[src/rtl/rr_mux_arbiter.sv]
// rr_mux_arbiter
//   Round-robin arbiter in front of one shared 4:1 data mux. Each cycle one
//   requester is granted, its data is steered through the mux and captured
//   into a single-entry output register. A valid/ready handshake on that
//   register gives 1-cycle latency and one transfer per cycle.
//
// Ports
//   clk        clock, rising edge
//   rst        asynchronous active-high reset
//   req_valid  [3:0] per-requester valid
//   d0..d3     [WIDTH-1:0] per-requester data
//   req_ready  [3:0] one-hot accept for the granted requester (0 if no load)
//   sel        [1:0] current grant index, drives the mux select
//   out_valid  output register holds a beat
//   out_data   [WIDTH-1:0] captured data
//   out_id     [1:0] requester that supplied out_data
//   out_ready  consumer accepts when out_valid && out_ready
module rr_mux_arbiter #(
    parameter int WIDTH = 4
) (
    input  logic             clk,
    input  logic             rst,
    input  logic [3:0]       req_valid,
    input  logic [WIDTH-1:0] d0,
    input  logic [WIDTH-1:0] d1,
    input  logic [WIDTH-1:0] d2,
    input  logic [WIDTH-1:0] d3,
    output logic [3:0]       req_ready,
    output logic [1:0]       sel,
    output logic             out_valid,
    output logic [WIDTH-1:0] out_data,
    output logic [1:0]       out_id,
    input  logic             out_ready
);

    typedef enum logic {EMPTY = 1'b0, FULL = 1'b1} state_t;

    state_t           state;
    logic [1:0]       ptr;
    logic             load;
    logic             found;
    logic [WIDTH-1:0] mux_data;

    assign out_valid = (state == FULL);

    // Scan from ptr upward with 2-bit wrap; first valid requester wins.
    // With nobody requesting, sel parks on ptr.
    always_comb begin
        logic [1:0] idx;
        sel   = ptr;
        found = 1'b0;
        for (int k = 0; k < 4; k++) begin
            idx = ptr + 2'(k);
            if (!found && req_valid[idx]) begin
                sel   = idx;
                found = 1'b1;
            end
        end
    end

    always_comb begin
        case (sel)
            2'd0:    mux_data = d0;
            2'd1:    mux_data = d1;
            2'd2:    mux_data = d2;
            default: mux_data = d3;
        endcase
    end

    // A slot is available when empty or when the current beat drains this
    // cycle. Gated by rst so nothing is acknowledged while in reset.
    assign load = !rst && (|req_valid) && (!out_valid || out_ready);

    always_comb begin
        req_ready = 4'b0000;
        if (load)
            req_ready[sel] = 1'b1;
    end

    always_ff @(posedge clk or posedge rst) begin
        if (rst) begin
            state    <= EMPTY;
            out_data <= '0;
            out_id   <= 2'd0;
            ptr      <= 2'd0;
        end else begin
            case (state)
                EMPTY: begin
                    if (load) begin
                        state    <= FULL;
                        out_data <= mux_data;
                        out_id   <= sel;
                        ptr      <= sel + 2'd1;
                    end
                end
                FULL: begin
                    // Drain and refill on the same edge keeps FULL with no bubble.
                    if (load) begin
                        out_data <= mux_data;
                        out_id   <= sel;
                        ptr      <= sel + 2'd1;
                    end else if (out_ready) begin
                        state <= EMPTY;
                    end
                end
                default: state <= EMPTY;
            endcase
        end
    end

endmodule
[config.mk]
export PLATFORM = sky130hd
export DESIGN_NAME = rr_mux_arbiter
export DESIGN_NICKNAME = d
export VERILOG_FILES = /design/src/rtl/rr_mux_arbiter.sv
export SDC_FILE = /design/constraint.sdc
export NUM_CORES = 1
export LEC_CHECK = 0
export BUFFER_PORTS_ARGS = -buffer_cell sky130_fd_sc_hd__buf_4
export CAP_MARGIN = 20
export CORE_UTILIZATION = 35
export CTS_CLUSTER_DIAMETER = 100
export DETAILED_ROUTE_END_ITERATION = 10
export PLACE_DENSITY = 0.64
export REMOVE_ABC_BUFFERS = 1
export SLEW_MARGIN = 5
export SYNTH_ARGS = -nofsm -noshare
export SYNTH_HDL_FRONTEND = slang
export SYNTH_SLANG_ARGS = --single-unit
export TNS_END_PERCENT = 5
[constraint.sdc]
create_clock -name clk -period 2.5 [get_ports clk]
set_clock_uncertainty 0.15 [all_clocks]
set_input_delay 0.125 -clock clk [delete_from_list [all_inputs] [get_ports clk]]
set_output_delay 0.125 -clock clk [all_outputs]
set_load 0.01 [all_outputs]
; ---- Word level (Yosys, flattened, before mapping)
; Cells that the tools add are included.
; Widths: inputs -> output; s select.
[word_totals]
output_inout_bits = 13
word_cells = 56
ff_bits = 9
in_bits = 23
[classes]
mux = 25
n_reduce_logical = 14
order_cmp = 6
addsub = 4
n_eq_ne = 2
bitwise = 1
[ops]
columns = cell, n
row1 = $lt 2x3->1 const B, 5
row2 = $pmux 4 s3, 1
row3 = $mux 1, 11
row4 = $mux 2, 5
row5 = $bmux 1 s2, 4
row6 = $mux 4, 2
row7 = $logic_and 1x1->1, 6
row8 = $logic_not 1->1, 5
row9 = $add 2x1->2 const B, 2
row10 = $add 2x2->2 const B, 2
row11 = $reduce_or 4->1, 1
row12 = $demux 1 s2, 1
row13 = $eq 2x1->1 const B, 1
row14 = $eq 2x2->1 const B, 1
row15 = $ge 2x1->1 const B, 1
row16 = $logic_not 2->1, 1
row17 = $pmux 1 s2, 1
row18 = $logic_or 1x1->1, 1
row19 = $not 1->1, 1

; ---- Depth between registers and ports, before layout
[depth]
word_depth = 17
mapped_depth = 7
depth_no_buf = 7

; ---- Worst setup path before layout
; No wires, ideal clock.
[synth_path]
path_kind = reg-to-reg
from = register ptr[1]
to = register out_data[0]
t_arrival_ns = 1.997
stages_incl_launch_ff = 8
setup_slack_ns = 0.228
synth_period_minus_slack_ns = 2.272
t_required_ns = 2.225
path_buffers = 0
setup_time_ns = 0.125
cell_sequence = dfrtp_1 > and3b_1 > or4_4 > and2_1 > ha_1 > a222oi_1 > mux2i_1 > mux2_4
[synth_via]
elab_chain_len = 15
elab_cells_between_ends = 28
cone_classes = add/sub (3) / eq/ne (2) / mux (16) / reduce/logical (7)
[synth_rtl]
columns = item, line
row1 = start: declaration, 39  ; logic [1:0] ptr;
row2 = start signal: assignment, 93  ; ptr <= sel + 2'd1;
row3 = start signal: assignment, 101  ; ptr <= sel + 2'd1;
row4 = "parallel branches: the longest is 11 deep, another holds $add 2x1->2", --
row5 = $mux 2 (*), 54  ; if (!found && req_valid[idx]) begin
row6 = "$eq 2x2->1, or another cell as far along", 62  ; case (sel)
row7 = $pmux 4 s3 (*), 62
row8 = $mux 4 (*), "89, 98"
row9 = end signal: assignment, 91  ; out_data <= mux_data;
row10 = end signal: assignment, 99  ; out_data <= mux_data;
row11 = end: declaration, 31  ; output logic [WIDTH-1:0] out_data,
; Every way passes the cells marked *. The select of a mux whose other input is x is not followed.
; A chain may end at the register's enable or synchronous reset.

; ---- Worst setup path after layout
[layout_path]
from = register ptr[1]
to = register out_data[1]
; Same word-level chain as after synthesis.

==> results.ini <==
[run_status]
outcome=completed

[clock_network]
cts_buffer_depth=2
tritoncts=done
clock-sinks=9
root_buffer=clkbuf_4
clk_pin_slew_ns=0.06
htree_levels=1
clkLatencyLatePin_ns=0.27
numCtsBuffers=3

[detailed_routing]
vias_per_cell=5.28
wl_per_cell_um=13.5
drt_iter0_drc=16
final_antenna_net_count=0
drc=0
drt_pass1_iterations=4
vias=692
wirelength_um=1770

[timing]
period_share=0.972
hold_viol_final=0
rsz0062_at_grt=yes
setup_viol=0
worst_pin_slew_ns=0.423
fmaxAchievable_mhz=412
fin_crit_ns=2.43
max_slew_margin=0.715
slew_viol_final=0

[worst_setup_path]
crit_type=reg -> reg
worstPathRequired_ns=2.50
worstPathArrival_ns=2.43
critPathLaunchType=flop
worst-path-max-fanout=5
crit_path_end_kind=flop

[yosys]
synth_top_area_cell=dfrtp_1
synthesis.area_um2=686
synth_xor_area_frac=0
yosysTopAreaCellShare=0.328
yosysSeqAreaShare=0.328
synth_fa_ha_area_frac=0.0912
synth.area.mux_share=0.150
avgSynthCellArea_um2=10.2
ys_warn_count=0
yosys.area_share.simple=0.208
synth-compound-area-share=0.168
yosys-top-cells-area=dfrtp_1 (33%), ha_1 (9.1%), mux2i_1 (7.3%)
ys_seq_elements=9
yosysUniqueCellTypes=28
netlist_instances=67
synth_top_family_by_area=simple AND/OR/NAND/NOR gates

[grt]
grt_util_all_layers=0.184
grt_pass1_vias=665
gr-total-overflow=0
grt_max_degree=13
antenna_found_initial=0
grt_pass1_wl_um=2720

[pwr]
ir_drop_mv=0.338
p_leak_nw=0.506
p_per_area_nw_per_um2=826

[layout]
layout_common_cells=buf_4 (36), dfrtp_1 (9), inv_1 (6)
final_common_cell=buf_4
nets=135
finalNonFillerCells=131
ff_latch_area_um2=225
drive_gt1_frac=0.462
area_delta_synth_final_pct=51.1
antenna_cells=0
n_fill_cell=161
final_util=0.581
multi_input_area_um2=450

[die]
core_area_um2=1780
initial_core_util=0.385
ioPinCount=36
die_area_um2=2140
die_w_um=46.3
die_h_um=46.3
rows=15

[placement]
port-buffer-count=35
gp_congestion=0.807
placed_cells=126

[worst_hold_path]
hold_class=in -> reg

[flow_run]
max_cap_viol_count=0

kinds of logic (layout without fill, tap and decap cells):
| group | after synthesis | after routing |
|---|---|---|
| AND/OR/NAND/NOR | 21 | 21 |
| AO/OA/AOI/OAI | 15 | 15 |
| multiplexers | 9 | 9 |
| flip-flops | 9 | 9 |
| buffers and inverters | 8 | 47 |
| adder cells (fa/ha/maj) | 5 | 5 |
what timing repair did:
| item | CTS | global route |
|---|---|---|
| gates resized for setup | 0 | 6 |
| endpoints found under the setup margin | 0 | 3 |
| endpoints found under the hold margin | 10 | 0 |
| hold buffers | 1 | 0 |
| buffers inserted | 0 | 0 |
area by class of cell:
cell class,instances,share of cell area
Multi-Input combinational cell,50,0.435
Timing Repair Buffer,37,0.271
Sequential cell,9,0.217
Tap cell,25,0.0302
Clock buffer,4,0.0254
Inverter,6,0.0217
worst paths after layout:
kind | start | endpoint | slack, ns | cells after the start
min in group asynchronous | rst | out_valid$_DFF_PP0_ | 0.26 | 3
worst max register to register | ptr[1]$_DFFE_PP0P_ | out_data[1]$_DFFE_PP0P_ | 0.07 | 7
worst max-delay path | ptr[1]$_DFFE_PP0P_ | out_data[1]$_DFFE_PP0P_ | 0.07 | 7
worst min-delay path | req_valid[2] | out_valid$_DFF_PP0_ | 0.05 | 3
worst min register to register | out_data[3]$_DFFE_PP0P_ | out_data[3]$_DFFE_PP0P_ | 0.37 | 1
max in group asynchronous | rst | ptr[1]$_DFFE_PP0P_ | 1.66 | 3
sequential cells by signal (all words and copies together) (netlist names):
signal,flops
out_data,4
out_valid,1
out_id,2
ptr,2
per-layer routing:
metal | track usage | vias to the layer above | share of wire
li1 | - | 330 | -
met2 | 0.301 | 37 | 0.47
met3 | 0.0627 | 5 | 0.095
met5 | 0 | - | 0
met4 | 0.0941 | 0 | 0.012
met1 | 0.211 | 320 | 0.43
power by group:
part	internal [mW]	switching, mW	total (mW)	leakage (nW)
Combinational	0.270	0.224	0.495	0.385
Clock	0.0618	0.0556	0.117	0.0150
Sequential	0.203	0.0410	0.244	0.106
Total	0.535	0.321	0.856	0.506
critical path, cell delays in order (launching register included):
cell      delay [ns]
dfrtp_1         0.42
and3b_1         0.18
or4_4           0.43
and2_4          0.18
ha_4            0.17
a222oi_1        0.40
mux2i_1         0.13
mux2_4          0.27
metrics by stage:
step	hold slack (ns)	total power, mW	setup WS (ns)	cell area [um^2]	TNS [ns]
detailed placement	0.00851	0.711	0.0311	972	0
CTS	0.0493	0.835	0.00713	1010	0
global route	0.0744	0.933	-0.0735	1040	-0.0869
floorplan	-0.181	0.520	0.228	671	0
global placement	0.00931	0.706	0.0825	972	0
finish	0.0475	0.856	0.0711	1040	0
Yosys cell counts:
cell and count:
a41o_1 1, and3_1 1, or4_1 1, buf_1 1, nand3_1 1, mux2_2 2
mux2_4 2, nor2b_1 5, nor4_2 1, a31oi_1 3, a211o_1 1, nor3_2 1
or4_4 1, a222oi_1 4, dfrtp_1 9, buf_6 1, mux2i_1 5, nor3_1 1
o31a_1 1, inv_1 6, nand2_1 1, ha_1 5, and3b_1 1, nand2b_1 1
and2_1 5, a41oi_1 1, nor2_1 1, o21ai_0 4
(Power assumes the default switching activity.)
